`src/rtl/cnt_pkg.sv`:
```
// Shared types and helpers for the modulo-N counter family.
package cnt_pkg;

  typedef enum logic {
    CNT_DOWN = 1'b0,
    CNT_UP   = 1'b1
  } cnt_dir_e;

  // Clamp a load value into 0..modulus-1; modulus is 33 bits so 2**32 is representable.
  function automatic logic [31:0] clamp_mod(input logic [31:0] val, input logic [32:0] modulus);
    logic [32:0] v;
    v = {1'b0, val};
    if (v >= modulus) begin
      return 32'(modulus - 33'd1);
    end
    return val;
  endfunction

endpackage

```
`src/rtl/param_mod_counter.sv`:
```
// Synchronous modulo-N up/down counter with clear, load, enable, terminal count, wrap pulse and sticky overflow.
// Define COUNTER_SAT_EN to build the saturating variant (holds at the bound, wrap tied low).
module param_mod_counter
  import cnt_pkg::*;
#(
  parameter int unsigned     WIDTH   = 4,
  parameter longint unsigned MODULUS = 16
) (
  input  logic             clk,
  input  logic             rst,
  input  logic             clr,
  input  logic             load,
  input  logic [WIDTH-1:0] load_val,
  input  logic             en,
  input  logic             up,
  output logic [WIDTH-1:0] q,
  output logic             tc,
  output logic             wrap,
  output logic             ovf
);

  if (WIDTH < 1 || WIDTH > 32) begin : g_bad_width
    $error("param_mod_counter: WIDTH must be in 1..32");
  end
  if (MODULUS < 2 || MODULUS > (64'd1 << WIDTH)) begin : g_bad_modulus
    $error("param_mod_counter: MODULUS must be in 2..2**WIDTH");
  end

  localparam logic [WIDTH-1:0] MAX_VAL = WIDTH'(MODULUS - 64'd1);

  logic [WIDTH-1:0] q_q, q_d;
  logic             wrap_q, wrap_d;
  logic             ovf_q, ovf_d;
  cnt_dir_e         dir;
  logic             at_term;

  assign dir     = cnt_dir_e'(up);
  assign at_term = (dir == CNT_UP) ? (q_q == MAX_VAL) : (q_q == '0);

  always_comb begin
    q_d    = q_q;
    wrap_d = 1'b0;
    ovf_d  = ovf_q;
    if (clr) begin
      q_d   = '0;
      ovf_d = 1'b0;
    end else if (load) begin
      q_d = WIDTH'(clamp_mod(32'(load_val), 33'(MODULUS)));
    end else if (en) begin
      if (at_term) begin
`ifdef COUNTER_SAT_EN
        ovf_d = 1'b1;
`else
        // Explicit wrap keeps MODULUS < 2**WIDTH inside range; for full range it matches natural rollover.
        q_d    = (dir == CNT_UP) ? '0 : MAX_VAL;
        wrap_d = 1'b1;
        ovf_d  = 1'b1;
`endif
      end else begin
        q_d = (dir == CNT_UP) ? q_q + 1'b1 : q_q - 1'b1;
      end
    end
  end

  always_ff @(posedge clk or negedge rst) begin
    if (!rst) begin
      q_q    <= '0;
      wrap_q <= 1'b0;
      ovf_q  <= 1'b0;
    end else begin
      q_q    <= q_d;
      wrap_q <= wrap_d;
      ovf_q  <= ovf_d;
    end
  end

  assign q    = q_q;
  assign wrap = wrap_q;
  assign ovf  = ovf_q;
  // Combinational for zero-latency cascading into the next stage's enable.
  assign tc   = en & at_term;

endmodule

```
`config.mk`:
```
export PLATFORM = sky130hd
export DESIGN_NAME = param_mod_counter
export DESIGN_NICKNAME = d
export VERILOG_FILES = /design/src/rtl/cnt_pkg.sv /design/src/rtl/param_mod_counter.sv
export SDC_FILE = /design/constraint.sdc
export NUM_CORES = 1
export LEC_CHECK = 0
export BUFFER_PORTS_ARGS = -buffer_cell sky130_fd_sc_hd__buf_2
export CAP_MARGIN = 20
export CORE_AREA = 2 2 39 41
export CTS_CLUSTER_DIAMETER = 150
export CTS_CLUSTER_SIZE = 14
export DETAILED_ROUTE_END_ITERATION = 8
export DIE_AREA = 0 0 41 43
export PLACE_DENSITY_LB_ADDON = 0.1
export SYNTH_ARGS = -nofsm -noshare
export SYNTH_HDL_FRONTEND = slang
export SYNTH_SLANG_ARGS = --single-unit
```
`constraint.sdc`:
```
create_clock -name clk -period 1.85 [get_ports clk]
set_input_delay 0.185 -clock clk [delete_from_list [all_inputs] [get_ports clk]]
set_output_delay 0.185 -clock clk [all_outputs]
set_load 0.03 [all_outputs]
```
======== Yosys cells after proc, flatten, opt, wreduce, memory -nomap -nowiden ========
Cells that the tools add are included.
operators by class
  mux-type cells .......................... 15
  bitwise gates (word level) .............. 1
  reduce and logical (&&, ||, !) cells .... 5
  $lt $le $gt $ge ......................... 0
  shifts and indexed selects .............. 0
  divide/modulo/power cells ............... 0
  multipliers ............................. 0
  add/subtract/negate cells ............... 2
  equality and inequality tests ........... 2
operators by type and width
  kind                                                                 count
  4-bit 2-to-1 mux                                                     6
  1-bit 2-to-1 mux                                                     9
  4-bit by 1-bit adder with 4-bit output (second input constant)       1
  4-bit == test (second input constant)                                1
  4-bit logical NOT                                                    1
  2-bit nonzero test                                                   2
  4-bit by 1-bit subtractor with 4-bit output (second input constant)  1
  3-bit AND reduction                                                  1
  3-bit nonzero test                                                   1
  2-bit inequality test (second input constant)                        1
  1-bit bitwise AND                                                    1
storage, ports and cells
  input bits .............................. 10
  ROM bits ................................ 0
  register bits ........................... 6
  logic and storage cells ................. 28
  latch bits .............................. 0
  bits in writable memories ............... 0
  memories kept ........................... 0

======== Longest topological paths before layout ========
Gate-level depths: netlist (run 1).
  depth in word-level cells ............... 6
  mapped depth ............................ 6

======== Worst setup path before layout (run 1) ========
No wires, ideal clock.
  path type ............................... reg2out
  start ................................... register q_q[0], in the netlist q[0]
  end ..................................... output tc
  path buffers ............................ 0
  arrival time ............................ 1.500 ns
  stages on the path, launching flop included .. 5
  setup slack ............................. 0.165 ns
  data required time ...................... 1.665 ns
  path through ............................ dfrtp_1 or4_4 nor2_4 o21ai_2 inv_1
between the ends
  longest elaborated chain between the ends .. 3
  elaborated cells between the ends (all ways) .. 4
RTL lines
  element                                             RTL line                 text
  start: declaration                                  param_mod_counter.sv:31  logic [WIDTH-1:0] q_q, q_d;
  start signal: assignment                            param_mod_counter.sv:71  q_q <= q_d;
  4-bit == test or 4-bit logical NOT (tied branches)  param_mod_counter.sv:38  assign at_term = (dir == CNT_UP) ? (q_q == MAX_VAL) : (q_q == '0);
  1-bit 2-to-1 mux *                                  param_mod_counter.sv:38
  1-bit bitwise AND *                                 param_mod_counter.sv:81  assign tc = en & at_term;
  end: declaration                                    param_mod_counter.sv:17  output logic tc,
Mark *: on every way between the ends. The rest lies on a longest branch, timed or not.

======== Worst setup path after layout (run 1) ========
  start ................................... register q_q[1], in the netlist q[1]
  end ..................................... output tc
The elaborated chain is that of the path after synthesis.

==> results by group, run 1 <==
Run status
  • Run status: finished, final reports clean

Finish
  • Sequential cell area: roughly 150 µm²
  • Post-Layout Inst Area: around 600 µm²
  • Layout filler cell count: 146
  • Fraction of layout cells with a size suffix above 1: 0.3553
  • Layout overhead on the synthesized area: 33.42%
  • Diodes inserted: 0
  • Total Nets Final: 91
  • Final instance count without filler cells: a little over 90
  • Area occupied by multi-input gates: 284.0 µm²

Power and ir drop
  • Overall power of the completed layout: roughly 460 µW
  • Net switching power: approximately 170 µW
  • Power per unit of standard cell area: between 700 and 800 nW/µm²
  • Proportion of power drawn by flip-flops and latches: 0.358
  • Maximum vdd ir drop: 0.0003585 V
  • Leak Pwr: around 0.3 nW
  • Clk network pwr share: 0.269
  • Combinational share of power: 0.373
  • P_int: about 290 µW
  • Switching part of the total power: 0.3710

Placement
  • Instance area after placement: between 500 and 600 µm²
  • RePlAce Congestion: roughly 0.72
  • DP HPWL: 801.8 µm
  • Post-placement cell count: between 80 and 90
  • Quantity of I/O buffers inserted on ports: 16

STA
  • Portion of the clock cycle consumed by the worst path in the final layout: 0.9777
  • Remaining max-slew budget at the tightest pin: 0.7624
  • Unrepaired setup endpoints after global routing: yes
  • Min Hold Slack: between 0.15 and 0.2 ns
  • Minimum period implied by the final worst setup slack: roughly 1.8 ns
  • Slew Viols, Final: 0
  • Sum of negative setup slack: 0 ns
  • Worst Clk Skew: about 0.0032 ns
  • F_max: around 550 MHz
  • Number of failing setup endpoints in the final timing report: 0
  • Final Hold Violating Endpoints: 0
  • Actual transition at the worst max-transition pin: approximately 0.35 ns

Synth
  • Post-synth top area cell: sky130_fd_sc_hd__dfrtp_1
  • Cell area after technology mapping: between 400 and 500 µm²
  • Ranking of synthesized cells by area: sky130_fd_sc_hd__dfrtp_1 (33%), sky130_fd_sc_hd__ha_1 (5.5%), sky130_fd_sc_hd__o21ai_0 (5.5%)
  • #FFs+latches synth: 6
  • Commonest cells post-synth: sky130_fd_sc_hd__dfrtp_1 (6), sky130_fd_sc_hd__inv_1 (6), sky130_fd_sc_hd__nor2_1 (6)
  • Sequential element share of the synthesized area: 0.3288
  • Synthesized Nets: 67
  • Proportion of synthesized flip-flops having asynchronous set or reset: 1.000
  • Most used DFF post-synth: sky130_fd_sc_hd__dfrtp_1
  • Synthesized area divided by synthesized cell count: about 8.5 µm²
  • Count of cell types in the netlist: 23
  • Count of mapped cells out of synthesis: 54
  • Number of synthesized flops with an enable pin: 0
  • Share of the synthesized area in the top cell type: 0.3288
  • Count of warnings emitted by yosys: 0

Critical path
  • Depth of the critical timing path with buffers and inverters included: 5
  • Crit path max-delay cell type: sky130_fd_sc_hd__or4_4
  • Arrival time reported for the critical path endpoint: between 1.5 and 2 ns
  • Worst reg-to-reg setup slack: ~0.14 ns
  • Data required, critical path: ~1.7 ns
  • Crit path cell chain: or4_4 -> nor2_4 -> o21ai_2 -> inv_1 -> buf_4
  • Nature of the critical path startpoint: flip-flop
  • Depth of the worst register-to-register path: 6
  • Critical path fanouts, max: 5
  • CP Class: reg -> out
  • Worst stage delay on the critical path: approximately 0.55 ns
  • Buf+Inv Stages, Crit Path: 2
  • Setup crit end kind: output pin
  • Cell family with most CP delay: simple AND/OR/NAND/NOR gates

Floorplanning
  • Number of placement rows: 14
  • Top-level I/O count: 17
  • Width of the chip: about 40 µm
  • Core ar.: approximately 1400 µm²
  • Overall die area: between 1500 and 2000 µm²
  • Die Ht: approximately 43 µm
  • Effective utilization at floorplan: 0.3300

Clock network
  • Clock latency reported for the late side of the worst-skew pair: 0.25 ns
  • Inserted Clock Buffers: 3
  • Number of clock sinks seen by CTS: 6
  • Master cell of the clock root buffer: sky130_fd_sc_hd__clkbuf_4
  • TritonCTS clock tree: done
  • Clk buf depth: 2
  • # H-tree levels: 1
  • Clock slew at reported path FFs: ~0.050 ns

Routing
  • Remaining antenna violation count: 0
  • TritonRoute pass-1 iters: 4
  • Total length of routed wires: around 1.0 mm
  • Routed length per placed instance: between 10 and 15 µm
  • Ratio of routed vias to standard cells: slightly above 5
  • Drt initial violations: 8
  • Total vias in the final route: ~470
  • # DRC: 0

Min path
  • Class of the tightest hold or removal check: in -> reg
  • Worst hold stages: 3

Global route
  • Number of antenna violations at the first check in global routing: 0
  • Global-route wire length before repair: 1.800 mm
  • Maximum number of pins on one net before global-route repair: 9
  • Overall track demand over capacity in global routing: 0.1534
  • Overall overflow remaining after global route: 0
  • Number of global-route vias before repair: around 450

Flow run
  • Max-cap violations: 0
==> placed cells by master, fill, tap and decap left out, drive strengths merged <==
master / Yosys / routed
ha: 2 / 2
or3: 1 / 1
a21oi: 4 / 4
inv: 6 / 6
fa: 1 / 1
nor3: 2 / 2
xor2: 1 / 1
nand4: 1 / 1
nor2: 7 / 7
nand2b: 1 / 1
nand2: 4 / 4
dlygate4sd3: 0 / 1
xnor2: 2 / 2
dfrtp: 6 / 6
clkbuf: 0 / 3
o22ai: 1 / 1
o21a: 1 / 1
a211oi: 1 / 1
or4: 1 / 1
o31ai: 1 / 1
buf: 0 / 18
o311ai: 2 / 2
o21ai: 6 / 6
nor2b: 3 / 3
==> flip-flops by register name, indices dropped and copies added, names as in the netlist <==
name	cells
q	4
ovf	1
wrap	1
==> power groups by stage <==
stage	registers (mW)	logic, mW	clock network (mW)
6_report	0.165	0.172	0.124
5_1_grt	0.168	0.192	0.140
4_1_cts	0.166	0.167	0.124
3_5_place_dp	0.170	0.158	0
3_3_place_gp	0.170	0.160	0
2_1_floorplan	0.192	0.0847	0
==> cell families after synthesis <==
logic type / after synthesis / share of synthesized area
buf+inv: 6 / 0.04931
flops: 6 / 0.3288
xor+xnor: 3 / 0.05754
fa+ha+maj: 3 / 0.09862
compound gates: 16 / 0.2302
simple gates: 20 / 0.2356
==> worst reg2reg max path: cells and delay by family, from the launching register on <==
| family | cells | cell delay, ns |
|---|---|---|
| AO/OA/AOI/OAI | 3 | 0.66 |
| flip-flops | 1 | 0.42 |
| adder cells (fa/ha/maj) | 1 | 0.26 |
| AND/OR/NAND/NOR | 1 | 0.15 |
| buffers and inverters | 1 | 0.14 |
==> cell type report <==
cell class	count	area share
clock buffer	3	0.03696
sequential	6	0.2505
multi-input combinational	42	0.4661
tap	16	0.03285
timing repair buffer	19	0.1766
inverter	6	0.03696
==> path summary, 6_finish.rpt <==
kind,endpoint,from
worst max-delay path,tc,q[1]$_DFFE_PN0P_
worst min-delay path,q[0]$_DFFE_PN0P_,load_val[0]
worst max register to register,q[3]$_DFFE_PN0P_,q[1]$_DFFE_PN0P_
worst min register to register,ovf$_DFFE_PN0P_,ovf$_DFFE_PN0P_
max in group asynchronous,q[0]$_DFFE_PN0P_,rst
min in group asynchronous,q[2]$_DFFE_PN0P_,rst
==> stage by stage <==
step / setup slack (ns) / util
after floorplan: 0.1645 / -
after global placement: 0.2029 / 0.4024
after detailed placement: 0.2121 / 0.4024
after CTS: 0.008492 / 0.4340
after global routing: -0.01894 / 0.4403
final: 0.04125 / 0.4403
==> routing by layer <==
metal	track usage	part of all wire
met5	0	0
met4	0.1000	0.013
met3	0.03141	0.063
met2	0.2000	0.43
met1	0.2190	0.49
==> timing repair <==
action	4_1_cts	5_1_grt
hold endpoints to repair	6	0
cloned	0	0
buffers inserted	1	1
setup endpoints to repair	1	1
hold buffers	1	0
resized for setup	2	1
Note: power is estimated with default switching activity, not from simulation.
==> run 2, diff against run 1 <==
CTS_CLUSTER_DIAMETER = unset   (was 150)
PLACE_DENSITY = 0.6   (was unset)
PLACE_DENSITY_LB_ADDON = unset   (was 0.1)
==> run 2 against run 1 <==
Against the previous run: sequential share of layout area is 0.45 points lower; critical path depth stayed put; hold slack better by 0.029 ns; total power is 0.32% lower; final cell count is 1.1% higher; clock skew hardly changed; sequential cell count stayed put; register-to-register slack better by 0.07 ns; core utilization is 0.81 points higher; via count is 2.2% lower; count of clock-buffer cells in the layout stayed put; critical path type unchanged.
==> results by group, run 2 (same netlist as run 1, synthesis figures left out) <==
Routing
  • TritonRoute pass-1 iters: 2 (was 4)
  • # DRC: 0 (unchanged)
  • Routed length per placed instance: 10.76 µm (was 11.32 µm)
  • Detailed-routed wire length on met2: 501 µm (was 447 µm)
  • Total length of routed wires: 1.001 mm (was 1.041 mm)
  • Highest metal used: met3 (was met4)
  • Drt initial violations: 12 (was 8)
  • M1 WL: 460 µm (was 512 µm)
  • Met3 WL post-DR: 39 µm (was 66 µm)
  • Total vias in the final route: 455 (was 465)
  • Remaining antenna violation count: 0 (unchanged)
  • Ratio of routed vias to standard cells: 4.892 (was 5.054)

Global route
  • Global-route wire length before repair: 1.683 mm (was 1.800 mm)
  • Overall track demand over capacity in global routing: 0.1407 (was 0.1534)
  • Maximum number of pins on one net before global-route repair: 9 (unchanged)
  • Number of antenna violations at the first check in global routing: 0 (unchanged)
  • Overall overflow remaining after global route: 0 (unchanged)
  • Number of global-route vias before repair: 414 (was 449)

STA
  • Slew Viols, Final: 0 (unchanged)
  • Portion of the clock cycle consumed by the worst path in the final layout: 0.9612 (was 0.9777)
  • F_max: 562.4 MHz (was 552.9 MHz)
  • Sum of negative setup slack: 0 ns (unchanged)
  • Number of failing setup endpoints in the final timing report: 0 (unchanged)
  • Worst Clk Skew: 0.002887 ns (was 0.003173 ns)
  • Actual transition at the worst max-transition pin: 0.3235 ns (was 0.3543 ns)
  • Remaining max-slew budget at the tightest pin: 0.7816 (was 0.7624)
  • Min Hold Slack: 0.1994 ns (was 0.1703 ns)
  • Final Hold Violating Endpoints: 0 (unchanged)
  • Setup slack after layout: 0.07183 ns (was 0.04125 ns)
  • Minimum period implied by the final worst setup slack: 1.778 ns (was 1.809 ns)

Floorplanning
  • Top-level I/O count: 17 (unchanged)
  • Core ar.: 1384 µm² (unchanged)
  • Effective utilization at floorplan: 0.3300 (unchanged)
  • Die Ht: 43 µm (unchanged)
  • Overall die area: 1763 µm² (unchanged)
  • Width of the chip: 41 µm (unchanged)
  • Number of placement rows: 14 (unchanged)

Finish
  • Flip-flop count of the largest register after layout: 4 (unchanged)
  • Fraction of layout cells with a size suffix above 1: 0.3636 (was 0.3553)
  • Post-Layout Inst Area: 620.6 µm² (was 609.3 µm²)
  • Total Nets Final: 92 (was 91)
  • Layout overhead on the synthesized area: 35.89% (was 33.42%)
  • Most frequent cells in the layout: sky130_fd_sc_hd__buf_2 (15), sky130_fd_sc_hd__inv_1 (6), sky130_fd_sc_hd__nor2_1 (6), sky130_fd_sc_hd__o21ai_0 (5) (unchanged)
  • Most common library cell in the layout ignoring fill and taps: sky130_fd_sc_hd__buf_2 (unchanged)
  • Final instance count without filler cells: 93 (was 92)
  • Final design utilization: 0.4485 (was 0.4403)
  • Diodes inserted: 0 (unchanged)

Critical path
  • Setup crit end kind: output pin (unchanged)
  • Critical path fanouts, max: 5 (unchanged)
  • Data required, critical path: 1.66 ns (about the same)
  • Worst stage delay on the critical path: 0.54 ns (was 0.55 ns)
  • Crit path max-delay cell type: sky130_fd_sc_hd__or4_4 (unchanged)
  • Arrival time reported for the critical path endpoint: 1.59 ns (was 1.62 ns)
  • Nature of the critical path startpoint: flip-flop (unchanged)
  • CP Class: reg -> out (unchanged)
  • Crit path cell chain: or4_4 -> nor2_4 -> o21ai_2 -> inv_1 -> buf_6 (was or4_4 -> nor2_4 -> o21ai_2 -> inv_1 -> buf_4)

Power and ir drop
  • Overall power of the completed layout: 459.8 µW (was 461.2 µW)
  • Combinational share of power: 0.382 (was 0.373)
  • Switching part of the total power: 0.3627 (was 0.3710)
  • Net switching power: 166.8 µW (was 171.1 µW)
  • Clk network pwr share: 0.260 (was 0.269)
  • Leak Pwr: 0.3041 nW (was 0.2982 nW)
  • Proportion of power drawn by flip-flops and latches: 0.357 (was 0.358)
  • Power per unit of standard cell area: 740.8 nW/µm² (was 756.9 nW/µm²)
  • P_int: 293.0 µW (was 290.1 µW)
  • Maximum vdd ir drop: 0.0003361 V (was 0.0003585 V)

Placement
  • Instance area after placement: 556.8 µm² (unchanged)
  • Post-Place Worst Slack: 0.2402 ns (was 0.2121 ns)
  • RePlAce Congestion: 0.7675 (was 0.7236)
  • DP HPWL: 839.8 µm (was 801.8 µm)
  • Quantity of I/O buffers inserted on ports: 16 (unchanged)
  • Post-placement cell count: 86 (unchanged)

Clock network
  • Inserted Clock Buffers: 3 (unchanged)
  • Clk buf depth: 2 (unchanged)
  • Master cell of the clock root buffer: sky130_fd_sc_hd__clkbuf_4 (unchanged)
  • TritonCTS clock tree: done (unchanged)
  • Clock slew at reported path FFs: 0.04 ns (was 0.05 ns)
  • Clock latency reported for the late side of the worst-skew pair: 0.24 ns (was 0.25 ns)
  • Number of clock sinks seen by CTS: 6 (unchanged)
  • # H-tree levels: 1 (unchanged)

Min path
  • Class of the tightest hold or removal check: in -> reg (unchanged)

Run status
  • Run status: finished, final reports clean (unchanged)

Flow run
  • Max-cap violations: 0 (unchanged)
==> run 2: cell count changes in the layout (fill, tap and decap cells not counted) <==
| cell | delta |
|---|---|
| sky130_fd_sc_hd__buf_6 | +1 |
==> run 2: power groups by stage <==
stage                     registers, mW  logic (mW)  clock network, mW
final                             0.164       0.176              0.120
after global routing              0.167       0.199              0.135
after CTS                         0.167       0.165              0.125
after detailed placement          0.169       0.162                  0
after global placement            0.168       0.161                  0
after floorplan                   0.192      0.0847                  0
==> run 2: path summary, 6_finish.rpt <==
kind / startpoint / endpoint / slack [ns] / cells past startpoint
setup / recovery: q[0]$_DFFE_PN0P_ / tc / 0.07 / 5
hold / removal: load_val[0] / q[0]$_DFFE_PN0P_ / 0.20 / 3
setup reg to reg: q[1]$_DFFE_PN0P_ / q[3]$_DFFE_PN0P_ / 0.21 / 6
hold reg to reg: ovf$_DFFE_PN0P_ / ovf$_DFFE_PN0P_ / 0.48 / 2
max in group asynchronous: rst / q[0]$_DFFE_PN0P_ / 1.38 / 2
min in group asynchronous: rst / wrap$_DFF_PN0_ / 0.30 / 2
==> run 2: critical path: cells and delay by family (launching register included) <==
kind / cells / cell delay, ns
compound gates: 1 / 0.08
flops: 1 / 0.42
simple gates: 2 / 0.65
buf+inv: 2 / 0.19
==> run 2: metal layers <==
metal  up-vias  global-route usage
met4         0             0.02000
met3         0             0.06283
met2        10              0.2219
li1        239                   -
met5         -                   0
met1       206              0.1749
==> run 2: repair_timing <==
item,4_1_cts,5_1_grt
hold buffers,1,0
setup buffers,0,3
hold endpoints to repair,6,0
setup endpoints to repair,1,1
resized for setup,1,3
pin swaps,0,1
==> run 2: area by class of cell <==
type	count	area, µm²
clock buffer	3	22.52
fill	152	763.2
inverter	6	22.52
multi-input combinational	42	284.0
sequential	6	152.6
tap	16	20.02
timing repair buffer	20	118.9
